<file path="src/rtl/mem_access_pkg.sv">
// Shared encodings for the memory access controller.
// The MEM_ACCESS_RMW_EN macro adds the read-modify-write states used for sub-word stores.
package mem_access_pkg;

  localparam int DEFAULT_MEM_LATENCY = 10;

  typedef enum logic [1:0] {
    SIZE_BYTE    = 2'b00,
    SIZE_HALF    = 2'b01,
    SIZE_WORD    = 2'b10,
    SIZE_ILLEGAL = 2'b11
  } size_e;

  typedef enum logic [2:0] {
    IDLE      = 3'd0,
    READ      = 3'd1,
    WRITE     = 3'd2,
    DONE      = 3'd3
`ifdef MEM_ACCESS_RMW_EN
    ,
    RMW_READ  = 3'd4,
    RMW_WRITE = 3'd5
`endif
  } state_e;

  // The illegal size encoding is rejected here as well, so callers need only one test.
  function automatic logic is_misaligned(size_e size, logic [1:0] addr_lo);
    case (size)
      SIZE_BYTE: return 1'b0;
      SIZE_HALF: return addr_lo[0];
      SIZE_WORD: return (addr_lo != 2'b00);
      default:   return 1'b1;
    endcase
  endfunction

endpackage

</file>
<file path="src/rtl/mem_access_ctrl_if.sv">
// Data-memory port of the access controller; master is the controller, slave the memory.
interface mem_access_ctrl_if;

  logic        mem_read;
  logic        mem_write;
  logic [31:0] mem_address;
  logic [31:0] mem_wdata;
  logic [31:0] mem_rdata;

  modport master (output mem_read, mem_write, mem_address, mem_wdata, input mem_rdata);
  modport slave  (input mem_read, mem_write, mem_address, mem_wdata, output mem_rdata);

endinterface

</file>
<file path="src/rtl/mem_lane_align.sv">
// Little-endian byte-lane handling: load extraction with sign/zero extension
// and store merging of a sub-word into an existing memory word.
module mem_lane_align
  import mem_access_pkg::*;
(
  input  size_e       size,
  input  logic        is_unsigned,
  input  logic [1:0]  addr_lo,
  input  logic [31:0] mem_word,
  input  logic [31:0] store_data,
  output logic [31:0] load_data,
  output logic [31:0] merge_data
);

  logic [7:0]  byte_sel;
  logic [15:0] half_sel;

  always_comb begin
    byte_sel   = mem_word[{addr_lo, 3'b000} +: 8];
    half_sel   = addr_lo[1] ? mem_word[31:16] : mem_word[15:0];
    load_data  = mem_word;
    merge_data = store_data;
    case (size)
      SIZE_BYTE: begin
        load_data  = is_unsigned ? {24'h0, byte_sel} : {{24{byte_sel[7]}}, byte_sel};
        merge_data = mem_word;
        merge_data[{addr_lo, 3'b000} +: 8] = store_data[7:0];
      end
      SIZE_HALF: begin
        load_data  = is_unsigned ? {16'h0, half_sel} : {{16{half_sel[15]}}, half_sel};
        merge_data = addr_lo[1] ? {store_data[15:0], mem_word[15:0]}
                                : {mem_word[31:16], store_data[15:0]};
      end
      default: begin
        load_data  = mem_word;
        merge_data = store_data;
      end
    endcase
  end

endmodule

</file>
<file path="src/rtl/mem_access_ctrl.sv">
// Load/store controller holding each memory access for MEM_LATENCY cycles.
// Define MEM_ACCESS_RMW_EN to support sub-word stores by read-modify-write.
module mem_access_ctrl
  import mem_access_pkg::*;
#(
  parameter int MEM_LATENCY = DEFAULT_MEM_LATENCY
) (
  input  logic              clock,
  input  logic              reset,
  input  logic              req_valid,
  input  logic              req_write,
  input  logic [1:0]        req_size,
  input  logic              req_unsigned,
  input  logic [31:0]       req_addr,
  input  logic [31:0]       req_wdata,
  output logic              req_ready,
  output logic              resp_valid,
  output logic [31:0]       resp_rdata,
  output logic              resp_err,
  output logic              stall,
  mem_access_ctrl_if.master mem
);

  localparam int CNT_W = (MEM_LATENCY > 1) ? $clog2(MEM_LATENCY) : 1;
  localparam logic [CNT_W-1:0] CNT_LOAD = CNT_W'(MEM_LATENCY - 1);

  state_e             state_q, state_d;
  logic [CNT_W-1:0]   cnt_q, cnt_d;
  logic               write_q, write_d;
  size_e              size_q, size_d;
  logic               unsigned_q, unsigned_d;
  logic               err_q, err_d;
  logic [31:0]        addr_q, addr_d;
  logic [31:0]        wdata_q, wdata_d;
  logic [31:0]        rdata_q, rdata_d;
  logic [31:0]        load_data;
  logic [31:0]        merge_data;

  mem_lane_align u_align (
    .size        (size_q),
    .is_unsigned (unsigned_q),
    .addr_lo     (addr_q[1:0]),
    .mem_word    (rdata_q),
    .store_data  (wdata_q),
    .load_data   (load_data),
    .merge_data  (merge_data)
  );

  always_ff @(posedge clock or negedge reset) begin
    if (!reset) begin
      state_q    <= IDLE;
      cnt_q      <= '0;
      write_q    <= 1'b0;
      size_q     <= SIZE_BYTE;
      unsigned_q <= 1'b0;
      err_q      <= 1'b0;
      addr_q     <= '0;
      wdata_q    <= '0;
      rdata_q    <= '0;
    end else begin
      state_q    <= state_d;
      cnt_q      <= cnt_d;
      write_q    <= write_d;
      size_q     <= size_d;
      unsigned_q <= unsigned_d;
      err_q      <= err_d;
      addr_q     <= addr_d;
      wdata_q    <= wdata_d;
      rdata_q    <= rdata_d;
    end
  end

  always_comb begin
    state_d    = state_q;
    cnt_d      = cnt_q;
    write_d    = write_q;
    size_d     = size_q;
    unsigned_d = unsigned_q;
    err_d      = err_q;
    addr_d     = addr_q;
    wdata_d    = wdata_q;
    rdata_d    = rdata_q;
    case (state_q)
      IDLE: begin
        if (req_valid) begin
          write_d    = req_write;
          size_d     = size_e'(req_size);
          unsigned_d = req_unsigned;
          addr_d     = req_addr;
          wdata_d    = req_wdata;
          rdata_d    = '0;
          cnt_d      = CNT_LOAD;
          err_d      = is_misaligned(size_e'(req_size), req_addr[1:0]);
          if (err_d) begin
            state_d = DONE;
          end else if (!req_write) begin
            state_d = READ;
          end else if (size_e'(req_size) == SIZE_WORD) begin
            state_d = WRITE;
          end else begin
`ifdef MEM_ACCESS_RMW_EN
            state_d = RMW_READ;
`else
            err_d   = 1'b1;
            state_d = DONE;
`endif
          end
        end
      end
      READ: begin
        if (cnt_q == '0) begin
          rdata_d = mem.mem_rdata;
          state_d = DONE;
        end else begin
          cnt_d = cnt_q - CNT_W'(1);
        end
      end
      WRITE: begin
        if (cnt_q == '0) state_d = DONE;
        else             cnt_d   = cnt_q - CNT_W'(1);
      end
`ifdef MEM_ACCESS_RMW_EN
      RMW_READ: begin
        if (cnt_q == '0) begin
          rdata_d = mem.mem_rdata;
          cnt_d   = CNT_LOAD;
          state_d = RMW_WRITE;
        end else begin
          cnt_d = cnt_q - CNT_W'(1);
        end
      end
      RMW_WRITE: begin
        if (cnt_q == '0) state_d = DONE;
        else             cnt_d   = cnt_q - CNT_W'(1);
      end
`endif
      DONE:    state_d = IDLE;
      default: state_d = IDLE;
    endcase
  end

  // Memory strobes decode straight from state so reset drops them without waiting for a clock.
  always_comb begin
    mem.mem_read  = (state_q == READ);
    mem.mem_write = (state_q == WRITE);
`ifdef MEM_ACCESS_RMW_EN
    mem.mem_read  = mem.mem_read  || (state_q == RMW_READ);
    mem.mem_write = mem.mem_write || (state_q == RMW_WRITE);
`endif
    mem.mem_address = {2'b00, addr_q[31:2]};
    mem.mem_wdata   = mem.mem_write ? merge_data : 32'h0;
    req_ready       = (state_q == IDLE);
    resp_valid      = (state_q == DONE);
    resp_err        = resp_valid && err_q;
    resp_rdata      = (resp_valid && !err_q && !write_q) ? load_data : 32'h0;
    stall           = ((state_q == IDLE) && req_valid) ||
                      ((state_q != IDLE) && (state_q != DONE));
  end

endmodule

</file>
<file path="src/flat_wrapper.sv">
// flat-port wrapper written by rule: the top's interface ports become plain ports
module mem_access_ctrl_flat import mem_access_pkg::*;
#(
  parameter int MEM_LATENCY = DEFAULT_MEM_LATENCY
)
  (clock, reset, req_valid, req_write, req_size, req_unsigned, req_addr, req_wdata, req_ready, resp_valid, resp_rdata, resp_err, stall, mem_mem_read, mem_mem_write, mem_mem_address, mem_mem_wdata, mem_mem_rdata);
  mem_access_ctrl_if mem_i ();
  input  logic clock;
  input  logic reset;
  input  logic req_valid;
  input  logic req_write;
  input  logic [1:0] req_size;
  input  logic req_unsigned;
  input  logic [31:0] req_addr;
  input  logic [31:0] req_wdata;
  output logic req_ready;
  output logic resp_valid;
  output logic [31:0] resp_rdata;
  output logic resp_err;
  output logic stall;
  output wire logic [$bits(mem_i.mem_read)-1:0] mem_mem_read;
  output wire logic [$bits(mem_i.mem_write)-1:0] mem_mem_write;
  output wire logic [$bits(mem_i.mem_address)-1:0] mem_mem_address;
  output wire logic [$bits(mem_i.mem_wdata)-1:0] mem_mem_wdata;
  input wire logic [$bits(mem_i.mem_rdata)-1:0] mem_mem_rdata;
  assign mem_mem_read = mem_i.mem_read;
  assign mem_mem_write = mem_i.mem_write;
  assign mem_mem_address = mem_i.mem_address;
  assign mem_mem_wdata = mem_i.mem_wdata;
  assign mem_i.mem_rdata = mem_mem_rdata;
  mem_access_ctrl #(.MEM_LATENCY(MEM_LATENCY)) u_core (.clock(clock), .reset(reset), .req_valid(req_valid), .req_write(req_write), .req_size(req_size), .req_unsigned(req_unsigned), .req_addr(req_addr), .req_wdata(req_wdata), .req_ready(req_ready), .resp_valid(resp_valid), .resp_rdata(resp_rdata), .resp_err(resp_err), .stall(stall), .mem(mem_i));
endmodule
</file>
<file path="config.mk">
export PLATFORM = sky130hd
export DESIGN_NAME = mem_access_ctrl_flat
export DESIGN_NICKNAME = d
export VERILOG_FILES = /design/src/rtl/mem_access_pkg.sv /design/src/rtl/mem_access_ctrl_if.sv /design/src/rtl/mem_lane_align.sv /design/src/rtl/mem_access_ctrl.sv /design/src/flat_wrapper.sv
export SDC_FILE = /design/constraint.sdc
export NUM_CORES = 1
export LEC_CHECK = 0
export BUFFER_PORTS_ARGS = -buffer_cell sky130_fd_sc_hd__buf_2
export CORE_MARGIN = 3
export CORE_UTILIZATION = 55
export CTS_CLUSTER_DIAMETER = 50
export CTS_CLUSTER_SIZE = 25
export DETAILED_ROUTE_END_ITERATION = 7
export GPL_TIMING_DRIVEN = 1
export PLACE_DENSITY = 0.85
export SYNTH_ARGS = -nofsm -noshare
export SYNTH_HDL_FRONTEND = slang
export SYNTH_SLANG_ARGS = --single-unit
export TNS_END_PERCENT = 50
</file>
<file path="constraint.sdc">
create_clock -name clock -period 4.2 [get_ports clock]
set_input_delay 0.21 -clock clock [delete_from_list [all_inputs] [get_ports clock]]
set_output_delay 0.21 -clock clock [all_outputs]
set_load 0.1 [all_outputs]
</file>
* Word-level counts from Yosys, hierarchy flattened
Index checks and enable logic that the tools add are counted.
** Word-level totals
- Register bits after elaboration :: 108
- Input port bits :: 103
- Output and inout bits :: 102
- Logic and storage cells :: 73
** Cells by class
- $add $sub $neg :: 2
- Eq/ne operators :: 11
- Shifts and indexed selects :: 3
- Multiplexer cells :: 27
- Reductions and logical operators :: 21
** Operators by type and width (number)
- $mux W32 :: 7
- $pmux W32 S2 :: 3
- $bwmux W32 :: 1
- $shift A8 B7 Y32 const A :: 1
- $shiftx A32 B6 Y8 :: 1
- $shiftx A8 B7 Y32 :: 1
- $mux W16 :: 1
- $mux W3 :: 4
- $mux W4 :: 2
- $pmux W4 S2 :: 1
- $neg A5 Y7 :: 1
- $eq A3 B2 Y1 const B :: 2
- $mux W1 :: 6
- $pmux W3 S2 :: 1
- $reduce_and A3 Y1 :: 2
- $reduce_bool A2 Y1 :: 3
- $logic_and A1 B1 Y1 :: 5
- $eq A2 B1 Y1 const B :: 2
- $logic_not A2 Y1 :: 2
- $logic_not A4 Y1 :: 1
- $ne A2 B1 Y1 const B :: 2
- $ne A2 B2 Y1 const B :: 2
- $reduce_and A2 Y1 :: 2
- $sub A4 B1 Y4 const B :: 1
- 9 further kinds :: 10

* Depth between registers and ports, before layout
Gate-level depths: netlist of run 1.
- Depth after elaboration :: 7
- Mapped depth :: 9
- Gate-level depth less buffers :: 6

* Modules after synthesis
From an unflattened synthesis of run 1, not the netlist that was laid out.
** Second synthesis, totals
- Cells, all modules :: 705
- Area, all modules :: 6925.4 sq um
** Modules (own cells, without submodules)
- mem_access_ctrl :: times used 1, cells an instance 470, area each 5355.1 sq um, seq. area each 2677.6 sq um
- mem_lane_align :: times used 1, cells an instance 235, area each 1570.3 sq um, seq. area each 0.0 sq um

* Worst setup path before layout of run 1
Ideal clock, no wire load.
- Kind :: flip-flop to output port
- Start :: register u_core.state_q[0]
- End :: output port resp_rdata[5]
- Data arrival time :: 6.627 ns
- Required time :: 3.990 ns
- Setup slack :: -2.637 ns
- Cell stages (with the launch flop) :: 5
- Path through :: dfrtp_1 > ha_1 > nand2_1 > clkbuf_1 > a2111oi_0
** Between the ends
- Longest elaborated chain between the ends :: 4
** RTL lines
- from (decl) :: RTL line mem_access_ctrl.sv:27 : state_e state_q, state_d;
- from (signal assigned) :: RTL line mem_access_ctrl.sv:61 : state_q <= state_d;
- $eq A3 B2 Y1 :: RTL line mem_access_ctrl.sv:153 : resp_valid = (state_q == DONE);
- net resp_valid :: RTL line flat_wrapper.sv:17 : output logic resp_valid;
- $logic_and A1 B1 Y1 (2 in a row) :: RTL line mem_access_ctrl.sv:155 : resp_rdata = (resp_valid && !err_q && !write_q) ? load_data : 32'h0;
- $mux W32 :: RTL line mem_access_ctrl.sv:155
- to (decl) :: RTL line flat_wrapper.sv:18 : output logic [31:0] resp_rdata;
The timed path passes the listed nets, and every way through them passes these cells.

* Final worst setup path of run 1
- Start :: register u_core.addr_q[0]
- End :: output port mem_mem_wdata[28]
** Between the ends
- Longest elaborated chain between the ends :: 5
- Elaborated cells between the ends (all ways) :: 6
** RTL lines
- from (decl) :: RTL line mem_access_ctrl.sv:33 : logic [31:0] addr_q, addr_d;
- from (signal assigned) :: RTL line mem_access_ctrl.sv:67 : addr_q <= addr_d;
- $neg A5 Y7 (*) :: RTL line mem_lane_align.sv:27 : merge_data[{addr_lo, 3'b000} +: 8] = store_data[7:0];
- $shiftx A8 B7 Y32 or $shift A8 B7 Y32 (tied branches) :: RTL line mem_lane_align.sv:27
- $bwmux W32 (*) :: RTL line mem_lane_align.sv:27
- $pmux W32 S2 (*) :: RTL line mem_lane_align.sv:23 : case (size)
- $mux W32 (*) :: RTL line mem_access_ctrl.sv:151 : mem.mem_wdata = mem.mem_write ? merge_data : 32'h0;
- to (decl) :: RTL line flat_wrapper.sv:24 : output wire logic [$bits(mem_i.mem_wdata)-1:0] mem_mem_wdata;
Mark *: on every way between the ends. The rest lies on a longest branch, timed or not.

==> results of run 1 <==
worst max-delay path, delay by kind of cell (launching register included):
kind,cells,cell delay [ns]
AND/OR/NAND/NOR,3,1.14
flip-flops,1,0.84
buffers and inverters,2,0.67
adder cells (fa/ha/maj),1,0.39
AO/OA/AOI/OAI,1,0.19
per-layer routing:
| layer | routed length, um | track usage (%) | up-vias |
|---|---|---|---|
| met1 | 7310 | 35.9 | 2862 |
| met2 | 9260 | 46.3 | 388 |
| li1 | - | - | 2679 |
| met4 | 863 | 13.6 | 0 |
| met5 | 0 | 0 | - |
| met3 | 1870 | 7.00 | 65 |
kinds of logic after synthesis:
| group | after synthesis | share of synthesized area, % |
|---|---|---|
| buffers and inverters | 101 | 8.61 |
| adders and majority gates | 10 | 1.89 |
| AOI/OAI and AO/OA | 191 | 20.8 |
| muxes | 97 | 17.4 |
| other | 1 | 0.0567 |
| DFF | 107 | 40.5 |
| and+or+nand+nor | 154 | 10.7 |
flip-flops by register name (all words and copies together), names as in the netlist:
signal             count
u_core.size_q          2
u_core.wdata_q        32
u_core.write_q         1
u_core.addr_q         32
u_core.unsigned_q      1
u_core.cnt_q           4
u_core.err_q           1
u_core.state_q         2
u_core.rdata_q        32
placed cells by master, fill, tap and decap left out, drive strengths merged, types with 20 or more instances in the layout:
master	count
a221oi	23
a22o	24
buf	211
dfrtp	107
inv	20
mux2	73
nand2	85
nor2	33
o21ai	58
layout make-up:
class | instances | area (um^2) | share of cell area, %
Clock inverter | 6 | 57.6 | 0.747
Timing Repair Buffer | 211 | 1080 | 14.0
Tap cell | 143 | 179 | 2.32
Clock buffer | 10 | 229 | 2.97
Multi-Input combinational cell | 454 | 3410 | 44.3
Inverter | 18 | 67.6 | 0.877
Sequential cell | 107 | 2680 | 34.8
through the flow:
| step | hold WS, ns | area, um^2 |
|---|---|---|
| floorplan | -0.0856 | 6650 |
| global placement | 0.399 | 7410 |
| detailed placement | 0.407 | 7410 |
| CTS | 0.0268 | 7700 |
| global route | 0.0502 | 7700 |
| finish | -0.0187 | 7700 |
worst max-delay path by stage:
| stage | from | to | depth (start not counted) |
|---|---|---|---|
| 4_1_cts | u_core.addr_q[0] | mem_mem_wdata[28] | 7 |
| 5_1_grt | u_core.addr_q[0] | mem_mem_wdata[28] | 7 |
| 2_1_floorplan | u_core.state_q[0] | resp_rdata[5] | 4 |
| 3_5_place_dp | u_core.addr_q[0] | mem_mem_wdata[28] | 7 |
| 6_report | u_core.addr_q[0] | mem_mem_wdata[28] | 7 |
| 3_3_place_gp | u_core.addr_q[1] | mem_mem_wdata[1] | 7 |
==> impl_metrics.json, run 1 <==
{
  "core-area_um2": 11600,
  "ys_seq_area_share_pct": 40.5,
  "hpwl_um": 14200,
  "grt_max_degree": 74,
  "detail-route-antenna-nets": 0,
  "finalWorstSetupSlack_ns": 0.392,
  "start_util_pct": 57.1,
  "fin_util_pct": 66.6,
  "required_ns": 3.99,
  "wl_um": 19300,
  "drive_gt1_share_pct": 40.0,
  "fin_cells": 949,
  "max_slew.worst_pin.slew_ns": 1.20,
  "finalHoldViolCount": 13,
  "grt_util_all_layers_pct": 28.5,
  "avgViaCountPerCell": 6.32,
  "fp.dieArea_um2": 13400,
  "worstSkewPairLatency_ns": 0.35,
  "yosys-top-cells-area": "dfrtp_1 41%, mux2_2 12%, nand2_1 4.8%, buf_4 4.2%, a22o_1 3.2%",
  "holdWs_ns": -0.0187,
  "rsz0062_at_grt": "no",
  "yosysWarnings": 0,
  "gr-total-overflow": 0,
  "h-tree-depth": 3,
  "gp_congestion": 0.954,
  "io_pins": 205,
  "async_flop_share_pct": 100,
  "n_antenna_cell": 0,
  "slowest_delay_ns": 0.84,
  "violations": "negative hold slack",
  "drt_iter0_markers": 627,
  "worst_setup_path_end_kind": "output port",
  "fp.dieW_um": 116,
  "synth_top_area_share_pct": 40.5,
  "clk_pin_slew_ns": 0.08,
  "cts_tree": "yes",
  "vias": 5994,
  "finalSetupViolations": 0,
  "crit_chain": "inv_1 -> ha_1 -> nor4bb_1 -> nor3b_2 -> a221oi_1 -> nor2b_1 -> buf_2",
  "r2r-start": "u_core.state_q[1]",
  "wl_per_cell_um": 20.3,
  "clock_skew_ns": 0.00957,
  "die_y_um": 116,
  "ys_ff_latch": 107,
  "cts_resized": 0,
  "syn2layout_area_growth_pct": 16.5,
  "fmax_mhz": 263,
  "drt_pass1_iterations": 8,
  "slew_headroom_pct": 19.9,
  "cts_buffers": 9,
  "crit_type": "reg2out",
  "placedCellCount": 933,
  "cts_sinks": 107,
  "cts_hold_buf": 0,
  "grt_pass1_wl_um": 29600,
  "num_rows": 39,
  "min_period_ns": 3.81,
  "r2r_cells": 7,
  "synth_most_common_cell": "dfrtp_1",
  "r2r-end": "u_core.rdata_q[12]",
  "ctsRootBufferMaster": "clkbuf_16",
  "yosys.area.top_type": "dfrtp_1",
  "synth_common_cells": "107 x dfrtp_1, 85 x nand2_1, 73 x mux2_2, 37 x buf_4, 32 x nor2_1",
  "synth_edf_count": 0,
  "critPathArrivalTime_ns": 3.60,
  "syn-mean-instance-area_um2": 10.0,
  "maxCapViolations": 0,
  "syn-cell-area_um2": 6610,
  "slew_viol_final": 0,
  "nets": 914,
  "r2r_slack_ns": 1.54,
  "syn_inst": 661,
  "clockBufferDepth": 2,
  "fin_tns_setup_ns": 0,
  "dp_slack_ns": 0.883,
  "grt_antenna_before_repair": 0,
  "synthFlopType": "dfrtp_1",
  "drc_errors": 0,
  "hp-class": "in2async",
  "postCtsSetupBuffers": 0,
  "synth_cell_types": 51,
  "status": "complete, but fails checks",
  "crit_slowest_cell": "dfrtp_1",
  "grt_pass1_vias": 5701,
  "crit_path_start_kind": "register",
  "io_buffers": 202,
  "nFillCells": 938,
  "post-route-period-util_pct": 90.7,
  "path_max_fanout": 19
}
Power of run 1 is left out: the tool's default activity adds up to more than one toggle a clock period on the data nets, which glitch-free logic cannot reach.
==> run 2: changes to the inputs <==
- ABC_AREA: unset -> 1
- BUFFER_PORTS_ARGS: -buffer_cell sky130_fd_sc_hd__buf_2 -> -buffer_cell sky130_fd_sc_hd__buf_4
==> run 2 against run 1 <==
  * The run now ends clean
  * Final cell count increased by 31%
  * Clock-buffer cell count is 1 lower
  * Final area grew 6.9%
  * Global-route usage up 2.9 points
  * Synthesized area grew 0.74%
  * Non-clock buffer count rose by 2
  * Flip-flop and latch count is the same
  * Sequential share of layout area is 2.2 points lower
  * Routed wire length increased by 8.5%
  * Largest cell class unchanged
  * Highest routed layer unchanged
==> impl_metrics.json, run 2 <==
{
  "status": "finished, final reports clean",
  "slew_headroom_pct": 39.4,
  "synth_top_area_share_pct": 40.2,
  "clock_skew_ns": 0.00644,
  "path_max_fanout": 30,
  "synth_most_common_cell": "nand2_1",
  "final_common_cell": "nand2_1",
  "wl_per_cell_um": 16.9,
  "start_util_pct": 57.3,
  "fp.dieW_um": 116,
  "min_period_ns": 2.97,
  "gr-total-overflow": 0,
  "fmax_mhz": 336,
  "postCtsSetupBuffers": 0,
  "yosys-top-cells-area": "dfrtp_1 40%, nand2_1 16%, o21ai_0 9.7%, a21oi_1 5.3%, nand3_1 4.9%",
  "grt_antenna_before_repair": 0,
  "synth_edf_count": 0,
  "clockBufferDepth": 2,
  "avgViaCountPerCell": 5.65,
  "critPathArrivalTime_ns": 2.76,
  "wl_um": 20900,
  "finalHoldViolCount": 0,
  "final_cell_mix": "278 x nand2_1, 212 x buf_4, 129 x o21ai_0",
  "drive_gt1_share_pct": 22.8,
  "worst_setup_path_end_kind": "output port",
  "post-route-period-util_pct": 70.8,
  "crit_path_start_kind": "register",
  "seqCellArea_um2": 2680,
  "syn2layout_area_growth_pct": 23.6,
  "fin_area_um2": 8230,
  "placedInstanceArea_um2": 7930,
  "finalSetupViolations": 0,
  "num_rows": 39,
  "fp.dieArea_um2": 13500,
  "rsz0062_at_grt": "no",
  "yosys.area.top_type": "dfrtp_1",
  "grt_pass1_wl_um": 33100,
  "synthFlopType": "dfrtp_1",
  "synth_cell_types": 29,
  "n_antenna_cell": 0,
  "fin_cells": 1241,
  "cts_tree": "yes",
  "core-area_um2": 11600,
  "worstSkewPairLatency_ns": 0.35,
  "multi_input_area_um2": 3220,
  "holdWs_ns": 0.0454,
  "clk_pin_slew_ns": 0.08,
  "nFillCells": 993,
  "max_slew.worst_pin.slew_ns": 0.908,
  "gp_congestion": 0.955,
  "required_ns": 3.99,
  "drt_iter0_markers": 750,
  "grt_max_degree": 64,
  "reg_top3": "u_core.addr_q: 32 flops, u_core.rdata_q: 32 flops, u_core.wdata_q: 32 flops",
  "placedCellCount": 1224,
  "detail-route-antenna-nets": 0,
  "vias": 7008,
  "cts_buffers": 9,
  "synth_common_cells": "279 x nand2_1, 129 x o21ai_0, 107 x dfrtp_1, 72 x nor2_1, 70 x a21oi_1",
  "async_flop_share_pct": 100,
  "ctsRootBufferMaster": "clkbuf_16",
  "nets": 1206,
  "fin_tns_setup_ns": 0,
  "maxCapViolations": 0,
  "syn_inst": 958,
  "syn-cell-area_um2": 6660,
  "ys_seq_area_share_pct": 40.2,
  "h-tree-depth": 3,
  "grt_util_all_layers_pct": 31.4,
  "crit_type": "reg2out",
  "syn-mean-instance-area_um2": 6.95,
  "cts_sinks": 107,
  "drt_pass1_iterations": 6,
  "drc_errors": 0,
  "ys_ff_latch": 107,
  "cts_resized": 0,
  "io_pins": 205,
  "slew_viol_final": 0,
  "hp-class": "in2reg",
  "hpwl_um": 15500,
  "die_y_um": 116,
  "io_buffers": 202,
  "grt_pass1_vias": 6520,
  "yosysWarnings": 0
}
==> run 2: changes by cell type in the layout (fill, tap and decap cells not counted), sizes merged, moves of 17 or more <==
cell / before / now
a22o: 24 / 0
inv: 20 / 75
nand3: 3 / 65
mux2: 73 / 0
a221oi: 23 / 0
nor2: 33 / 83
a21oi: 4 / 70
nand2: 85 / 283
o211ai: 0 / 20
o21ai: 58 / 132
mux2i: 17 / 0
a21o: 17 / 0
==> run 2: area by class of cell <==
class | count | area share [%]
multi-input combinational | 691 | 39.1
sequential | 107 | 32.5
timing repair buffer | 213 | 19.5
inverter | 71 | 3.24
clock buffer | 9 | 2.74
tap | 143 | 2.17
clock inverter | 7 | 0.730
==> run 2: critical path, stage by stage, from the launching register on <==
cell	delay, ns
dfrtp_1	0.39
inv_2	0.32
nand2_2	0.27
nor2_2	0.74
nand2_1	0.12
nand3_1	0.11
nor2_1	0.05
nor2_1	0.10
buf_4	0.31
==> run 2: final timing paths <==
kind	start	end	slack [ns]	cells past startpoint
max reg2reg	u_core.state_q[1]	u_core.rdata_q[12]	1.79	9
max	u_core.size_q[1]	mem_mem_wdata[16]	1.23	8
min reg2reg	u_core.wdata_q[28]	u_core.wdata_q[28]	0.48	2
min in group asynchronous	reset	u_core.addr_q[14]	0.49	2
max in group asynchronous	reset	u_core.wdata_q[10]	2.65	3
min	req_addr[31]	u_core.addr_q[31]	0.05	3
==> run 2: what timing repair did <==
action,4_1_cts,5_1_grt
hold endpoints to repair,62,0
endpoints found under the setup margin,0,0
hold buffers,1,0
==> run 2: cells by family (layout without fill, tap and decap cells) <==
| group | after synthesis | in the layout | synth area share (%) |
|---|---|---|---|
| buf+inv | 161 | 300 | 11.5 |
| simple gates | 436 | 436 | 26.8 |
| fa+ha+maj | 10 | 10 | 1.88 |
| flops | 107 | 107 | 40.2 |
| other cells | 1 | 2 | 0.0563 |
| xor+xnor | 2 | 2 | 0.263 |
| compound gates | 241 | 241 | 19.2 |
==> run 2: metal layers <==
metal,global-route usage [%],part of all wire (%)
met5,0,0
met4,12.1,3.5
met2,48.0,45
met3,7.42,11
met1,43.4,40
==> run 2: stage by stage <==
stage	util, %	setup slack, ns
CTS	70.9	1.27
floorplan	-	0.653
global placement	68.3	1.66
global route	70.9	1.02
detailed placement	68.3	1.67
finish	70.9	1.23
Power of run 2 is left out for the same reason.
==> run 3: changes to the inputs <==
- ABC_AREA: 1 -> 0
- CORE_UTILIZATION: 55 -> 52
- PLACE_DENSITY: 0.85 -> 0.81
- clock period: 4.2 -> 2.95 ns (I/O delays scaled with it)
==> run 3 against run 2 <==
  * Critical path depth did not move
  * Die area is 4.7% higher
  * First-iteration DRC count shrank 26%
  * Clock-buffer cell count is the same
  * Sequential share of layout area is 2.4 points lower
  * Non-clock buffer count rose by 18
  * Hold slack worse by 0.034 ns
  * Largest cell class unchanged
  * Critical endpoint is now mem_mem_wdata[25]
==> impl_metrics.json, run 3 (synthesis gave the netlist of run 1 again) <==
{
  "status": "finished, final reports clean",
  "detail-route-antenna-nets": 0,
  "nFillCells": 962,
  "min_period_ns": 2.80,
  "grt_max_degree": 73,
  "gr-total-overflow": 0,
  "placedCellCount": 969,
  "reg_top3": "u_core.addr_q: 32 flops, u_core.rdata_q: 32 flops, u_core.wdata_q: 32 flops",
  "gp_congestion": 0.931,
  "r2r-start": "u_core.state_q[0]",
  "path_max_fanout": 24,
  "core-area_um2": 12200,
  "avgViaCountPerCell": 6.06,
  "io_pins": 205,
  "ctsRootBufferMaster": "clkbuf_16",
  "wl_per_cell_um": 21.0,
  "cts_sinks": 107,
  "r2r_slack_ns": 0.79,
  "final_common_cell": "buf_4",
  "fin_util_pct": 72.8,
  "hp-class": "in2reg",
  "max_slew.worst_pin.slew_ns": 0.718,
  "drt_iter0_markers": 556,
  "r2r-end": "u_core.rdata_q[0]",
  "grt_util_all_layers_pct": 29.8,
  "hpwl_um": 15300,
  "die_y_um": 119,
  "worstSkewPairLatency_ns": 0.36,
  "slew_viol_final": 0,
  "wl_um": 20900,
  "maxCapViolations": 0,
  "clock_skew_ns": 0.00615,
  "start_util_pct": 54.1,
  "finalHoldViolCount": 0,
  "slew_headroom_pct": 52.0,
  "fmax_mhz": 357,
  "nets": 934,
  "crit_type": "reg2out",
  "drive_gt1_share_pct": 44.2,
  "clk_pin_slew_ns": 0.08,
  "post-route-period-util_pct": 95.1,
  "crit_path_start_kind": "register",
  "clockBufferDepth": 2,
  "fin_cells": 994,
  "r2r_cells": 6,
  "fp.dieW_um": 119,
  "whs_endpoint": "u_core.addr_q[28]",
  "holdWs_ns": 0.0118,
  "drc_errors": 0,
  "fp.dieArea_um2": 14100,
  "grt_antenna_before_repair": 0,
  "final_cell_mix": "215 x buf_4, 105 x dfrtp_1, 83 x nand2_1",
  "n_antenna_cell": 0,
  "required_ns": 2.80,
  "worst_setup_path_end_kind": "output port",
  "cts_tree": "yes",
  "hp-start": "req_addr[28]",
  "grt_pass1_wl_um": 33100,
  "critPathArrivalTime_ns": 2.66,
  "finalSetupViolations": 0,
  "num_rows": 40,
  "syn2layout_area_growth_pct": 34.5,
  "drt_pass1_iterations": 7,
  "cts_buffers": 9,
  "min_path_cells": 2,
  "grt_pass1_vias": 6078,
  "vias": 6020,
  "startpoint": "u_core.addr_q[1]",
  "h-tree-depth": 3,
  "io_buffers": 202
}
==> run 3: layout make-up <==
class / count / area [um^2] / share of cell area [%]
multi-input cells: 454 / 3810 / 42.8
well taps: 168 / 210 / 2.37
flip-flops and latches: 107 / 2680 / 30.2
inverters: 18 / 67.6 / 0.760
clock buffers: 9 / 225 / 2.53
repair buffers: 231 / 1800 / 20.2
clock inverters: 7 / 103 / 1.15
==> run 3: worst max-delay path, cell delays in order (launching register included) <==
cell and delay [ns]:
dfrtp_2 0.46, inv_1 0.09, buf_4 0.22, ha_1 0.26, nor4bb_4 0.31, nor3b_4 0.39
a221oi_1 0.15, nor2b_2 0.13, buf_4 0.29
==> run 3: layer usage <==
metal	up-vias	GRT usage [%]	part of all wire, %
met3	47	6.75	8.5
met5	-	0	0
met2	327	49.9	50
met1	2940	37.6	39
li1	2706	-	-
met4	0	11.2	2.6
==> run 3: how the worst max path moves through the flow <==
stage                              endpoint  slack, ns  cells past startpoint
after floorplan           mem_mem_wdata[11]      -0.45                      9
after global placement    mem_mem_wdata[24]       0.54                      7
after detailed placement  mem_mem_wdata[28]       0.37                      8
after CTS                 mem_mem_wdata[28]       0.03                      8
after global routing      mem_mem_wdata[28]    -0.0002                      8
final                     mem_mem_wdata[25]       0.15                      8
==> run 3: repair_timing <==
| action | in CTS | in global routing |
|---|---|---|
| buffers inserted | 0 | 0 |
| hold buffers | 9 | 0 |
| setup endpoints to repair | 4 | 7 |
| gates cloned | 0 | 0 |
| endpoints found under the hold margin | 54 | 0 |
| gates resized for setup | 1 | 9 |
==> run 3: stage by stage <==
step                 TNS (ns)  setup slack [ns]  instance area [um^2]
floorplan               -4.83            -0.450                  7030
global placement            0             0.537                  8420
detailed placement          0             0.369                  8420
CTS                         0            0.0315                  8850
global route        -0.000188         -0.000188                  8890
finish                      0             0.146                  8890
Power of run 3 is left out for the same reason.
